`config.mk`:
```
export PLATFORM = sky130hd
export DESIGN_NAME = writeback_queue
export DESIGN_NICKNAME = d
export VERILOG_FILES = /design/src/rtl/writeback_queue.sv
export SDC_FILE = /design/constraint.sdc
export NUM_CORES = 1
export LEC_CHECK = 0
export CAP_MARGIN = 0
export CORE_ASPECT_RATIO = 2
export CORE_MARGIN = 2
export CORE_UTILIZATION = 57
export CTS_CLUSTER_SIZE = 10
export DETAILED_ROUTE_END_ITERATION = 6
export GPL_TIMING_DRIVEN = 0
export PLACE_DENSITY = 0.82
export SLEW_MARGIN = 10
export SYNTH_ARGS = -nofsm -noshare
export SYNTH_HDL_FRONTEND = slang
export SYNTH_SLANG_ARGS = --single-unit
```
`constraint.sdc`:
```
create_clock -name clk -period 6.1 [get_ports clk]
set_input_delay 1.83 -clock clk [delete_from_list [all_inputs] [get_ports clk]]
set_output_delay 1.83 -clock clk [all_outputs]
set_load 0.1 [all_outputs]
```
`src/rtl/writeback_queue.sv`:
```
// Register-file writeback queue: merges ALU (src0, high priority) and load (src1)
// results into an in-order FIFO that drains one entry per cycle, with a decode bypass.
module writeback_queue #(
    parameter int BUS_WIDTH  = 32,
    parameter int ADDR_WIDTH = 5,
    parameter int DEPTH      = 4
) (
    input  logic                         clk,
    input  logic                         rst_n,
    input  logic                         src0_valid,
    output logic                         src0_ready,
    input  logic [ADDR_WIDTH-1:0]        src0_addr,
    input  logic [BUS_WIDTH-1:0]         src0_data,
    input  logic                         src1_valid,
    output logic                         src1_ready,
    input  logic [ADDR_WIDTH-1:0]        src1_addr,
    input  logic [BUS_WIDTH-1:0]         src1_data,
    output logic                         rf_wr_en,
    output logic [ADDR_WIDTH-1:0]        rf_write_addr,
    output logic [BUS_WIDTH-1:0]         rf_data_in,
    input  logic [ADDR_WIDTH-1:0]        query_addr,
    output logic                         query_hit,
    output logic [BUS_WIDTH-1:0]         query_data,
    output logic [$clog2(DEPTH):0]       count
);

    localparam int PW = $clog2(DEPTH);
    localparam int CW = PW + 1;

    logic [ADDR_WIDTH-1:0] addr_q [DEPTH];
    logic [BUS_WIDTH-1:0]  data_q [DEPTH];
    logic [DEPTH-1:0]      valid_q, valid_d;
    logic [PW-1:0]         wr_ptr_q, wr_ptr_d;
    logic [PW-1:0]         rd_ptr_q, rd_ptr_d;
    logic [CW-1:0]         count_q, count_d;

    logic [CW-1:0]         free;
    logic                  push0, push1, pop;
    logic [PW-1:0]         slot0, slot1;

    // Ready looks only at registered occupancy, so a full queue is never
    // over-committed even if the same-cycle pop were ignored.
    assign free       = CW'(DEPTH) - count_q;
    assign src0_ready = rst_n && (free >= CW'(1));
    assign src1_ready = rst_n && ((free >= CW'(2)) || ((free >= CW'(1)) && !src0_valid));

    // Writes to register 0 finish the handshake but are discarded.
    assign push0 = src0_valid && src0_ready && (src0_addr != '0);
    assign push1 = src1_valid && src1_ready && (src1_addr != '0);
    assign pop   = (count_q != '0);

    assign slot0 = wr_ptr_q;
    assign slot1 = push0 ? wr_ptr_q + PW'(1) : wr_ptr_q;

    always_comb begin
        valid_d  = valid_q;
        if (pop)   valid_d[rd_ptr_q] = 1'b0;
        if (push0) valid_d[slot0]    = 1'b1;
        if (push1) valid_d[slot1]    = 1'b1;
        wr_ptr_d = wr_ptr_q + PW'(push0) + PW'(push1);
        rd_ptr_d = rd_ptr_q + PW'(pop);
        count_d  = count_q + CW'(push0) + CW'(push1) - CW'(pop);
    end

    always_ff @(posedge clk or negedge rst_n) begin
        if (!rst_n) begin
            valid_q  <= '0;
            wr_ptr_q <= '0;
            rd_ptr_q <= '0;
            count_q  <= '0;
        end else begin
            valid_q  <= valid_d;
            wr_ptr_q <= wr_ptr_d;
            rd_ptr_q <= rd_ptr_d;
            count_q  <= count_d;
        end
    end

    // Payload storage needs no reset: occupancy is tracked by valid_q/count_q.
    always_ff @(posedge clk) begin
        if (push0) begin
            addr_q[slot0] <= src0_addr;
            data_q[slot0] <= src0_data;
        end
        if (push1) begin
            addr_q[slot1] <= src1_addr;
            data_q[slot1] <= src1_data;
        end
    end

    assign count         = count_q;
    assign rf_wr_en      = pop;
    assign rf_write_addr = pop ? addr_q[rd_ptr_q] : '0;
    assign rf_data_in    = pop ? data_q[rd_ptr_q] : '0;

    logic [DEPTH-1:0] match;
    logic [PW-1:0]    age_idx [DEPTH];

    for (genvar gi = 0; gi < DEPTH; gi++) begin : g_slot
        assign match[gi]   = valid_q[gi] && (addr_q[gi] == query_addr);
        assign age_idx[gi] = rd_ptr_q + PW'(gi);
    end

    // Walk from oldest to youngest so the last hit is the most recent write.
    always_comb begin
        query_hit  = 1'b0;
        query_data = '0;
        if (query_addr != '0) begin
            for (int k = 0; k < DEPTH; k++) begin
                if (match[age_idx[k]]) begin
                    query_hit  = 1'b1;
                    query_data = data_q[age_idx[k]];
                end
            end
        end
    end

endmodule

```
==> flow_metrics.tcl <==
set metrics [dict create \
    numCtsBuffers 17 \
    hold_viol 0 \
    slew_violations 0 \
    cts_tree "built" \
    syn_area_um2 12200 \
    pwr-share-seq_pct 19.7 \
    internal_power_w 0.00434 \
    grt_usage_pct 35.8 \
    worst_pin_slew_ns 1.08 \
    post-route-period-util_pct 101 \
    p_sw_w 0.00457 \
    areaGrowthSynthToFinish_pct 27.1 \
    post-cts-setup-buffer-count 0 \
    synth.distinct_cells 52 \
    die-area_um2 22600 \
    drc_errors 0 \
    ys_async_sr_fraction_pct 6.92 \
    ys_warn_count 0 \
    grt_pass1_wl_um 59000 \
    cts_root_buffer "clkbuf_16" \
    crit_required_ns 4.27 \
    setup_viol 2 \
    antenna_found_initial 0 \
    pre_cts_slack_ns -1.21 \
    io_buffers 153 \
    ys_seq_area_share_pct 38.8 \
    wl_per_cell_um 28.7 \
    p_leak_nw 5.52 \
    core_um2 20900 \
    dp_hpwl_um 28100 \
    rows 75 \
    die_y_um 211 \
    fin_util_pct 73.9 \
    slew_headroom_pct 28.1 \
    clock_latency_ns 0.44 \
    via_per_inst 6.99 \
    max_freq_ghz 0.163 \
    num-fill-cells 1391 \
    synth_edf_count 148 \
    cp-end-kind "output port" \
    hp-class "flip-flop to flip-flop" \
    max-vdd-ir-drop_uv 536 \
    cap_violations 0 \
    first_iter_violations 815 \
    layout_commonest_cell "mux2_2" \
    status "complete, but fails checks" \
    startpoint_type "input pin" \
    gp_congestion 0.937 \
    grt_setup_unrepaired "true" \
    synth_fp_nets 1023 \
    ios 159 \
    nNetsFinal 1199 \
    postSynthCellCount 923 \
    clock_sinks 159 \
    start_util_pct 58.1 \
    power_density_nw_per_um2 576 \
    overflow 0 \
    fin_crit_ns 6.13 \
    cp_max_fo 10 \
    p_clk_share_pct 12.7 \
    via_count 9658 \
    swShare_pct 51.3 \
    synth_flop_cell "edfxtp_1" \
    antenna_cells 0 \
    mostFrequentLayoutCells "185 x mux2_2, 148 x edfxtp_1, 121 x clkdlybuf4s50_1" \
    cts.clk_slew.worst_paths_ns 0.07 \
    syn-mean-instance-area_um2 13.2 \
    wirelength_um 39600 \
    die_w_um 107 \
    drive_gt1_share_pct 40.5 \
    cts.path.max_buffers 2 \
    drtAntennaViolNets 0 \
    clock_skew_ns 0.00687 \
    grt_pass1_vias 10300 \
    comb_power_share_pct 67.6 \
    path_class "input pin to output port" \
    cts_htree_levels 4 \
    violations "negative setup slack" \
    cp.arrival_ns 4.30 \
    firstDrtPassIters 5 \
    setup_slack_ns -0.0307 \
    cts.hold.buffers_added 0 \
    yosys_register_bits 159 \
    grt_max_degree 26 \
]
critical path, cell delays in order:
cell and delay (ns):
buf_2 0.15, xnor2_1 0.19, nand4_1 0.14, nor3_1 0.41, o21ai_1 0.31, clkbuf_2 0.39, o22ai_1 0.21, a211oi_1 0.09
o31ai_4 0.29, buf_6 0.28
per-layer routing:
| metal | track usage, % | vias up | part of all wire, % |
|---|---|---|---|
| li1 | - | 4043 | - |
| met1 | 37.2 | 4761 | 31 |
| met2 | 62.5 | 651 | 53 |
| met3 | 7.36 | 203 | 8.1 |
| met4 | 25.9 | 0 | 7.9 |
| met5 | 0 | - | 0 |
power by group through the flow:
stage	sequential, W	clock (W)	combinational [W]
after global routing	0.00178	0.00118	0.00621
after detailed placement	0.00176	0	0.00589
after CTS	0.00174	0.00113	0.00590
final	0.00176	0.00113	0.00603
after floorplan	0.00177	0	0.00444
after global placement	0.00177	0	0.00577
cells by family (layout without fill, tap and decap cells):
| kind of cell | Yosys count | after routing | share of synthesized area (%) |
|---|---|---|---|
| and+or+nand+nor | 126 | 126 | 5.77 |
| DFF | 159 | 159 | 38.8 |
| muxes | 346 | 346 | 38.7 |
| buffers and inverters | 100 | 289 | 4.31 |
| xor gates and xnor gates | 24 | 24 | 1.73 |
| adders and majority gates | 17 | 17 | 1.93 |
| AOI/OAI and AO/OA | 151 | 151 | 8.75 |
timing repair:
action	in CTS	in global routing
pin swaps	0	1
endpoints found under the setup margin	32	32
resized for setup	214	87
cell type report:
| type | count | area [um^2] | area share (%) |
|---|---|---|---|
| tap | 269 | 337 | 2.18 |
| sequential | 159 | 4720 | 30.5 |
| clock inverter | 15 | 193 | 1.25 |
| buffer | 82 | 507 | 3.28 |
| timing repair buffer | 157 | 1830 | 11.8 |
| multi-input combinational | 664 | 7390 | 47.8 |
| clock buffer | 17 | 425 | 2.75 |
| inverter | 18 | 67.6 | 0.437 |
sequential cells by signal, summed over array words and instances (netlist names):
signal,cells
slot0,2
rd_ptr_q,2
valid_q,4
data_q,128
count,3
addr_q,20
synth_stat cells, types with 13 or more instances:
library cell,n,area [um^2]
inv_1,17,63.8
buf_6,14,158
buf_2,20,100
o22ai_1,63,394
xnor2_1,13,114
a211oi_1,31,233
mux4_2,71,1600
ha_1,14,175
o31ai_1,32,240
mux2_2,185,2080
mux2i_1,64,641
edfxtp_1,148,4440
and2_1,41,257
nand2_1,48,180
mux2_4,25,375
clkbuf_1,34,128
stage by stage:
stage | instances | power, W | area (um^2) | hold slack [ns] | setup TNS [ns]
2_1_floorplan | 923 | 0.00620 | 12600 | 0.450 | 0
3_3_place_gp | 1345 | 0.00753 | 14500 | 0.496 | -33.48
3_5_place_dp | 1349 | 0.00765 | 14600 | 0.516 | -34.64
4_1_cts | 1381 | 0.00878 | 15200 | 0.530 | -0.0214
5_1_grt | 1381 | 0.00917 | 15500 | 0.547 | -0.223
6_report | 1381 | 0.00891 | 15500 | 0.534 | -0.0370
worst paths after layout:
path | start | endpoint | slack (ns) | cells past startpoint
max | query_addr[4] | query_data[16] | -0.03 | 10
min | valid_q[3] | valid_q[3] | 0.53 | 1
max reg2reg | count[0] | data_q[1][25] | 2.36 | 12
min reg2reg | valid_q[3] | valid_q[3] | 0.53 | 1
max in group asynchronous | rst_n | valid_q[2] | 3.87 | 1
min in group asynchronous | rst_n | count[1] | 1.79 | 1
Power figures use the tool's default switching activity.
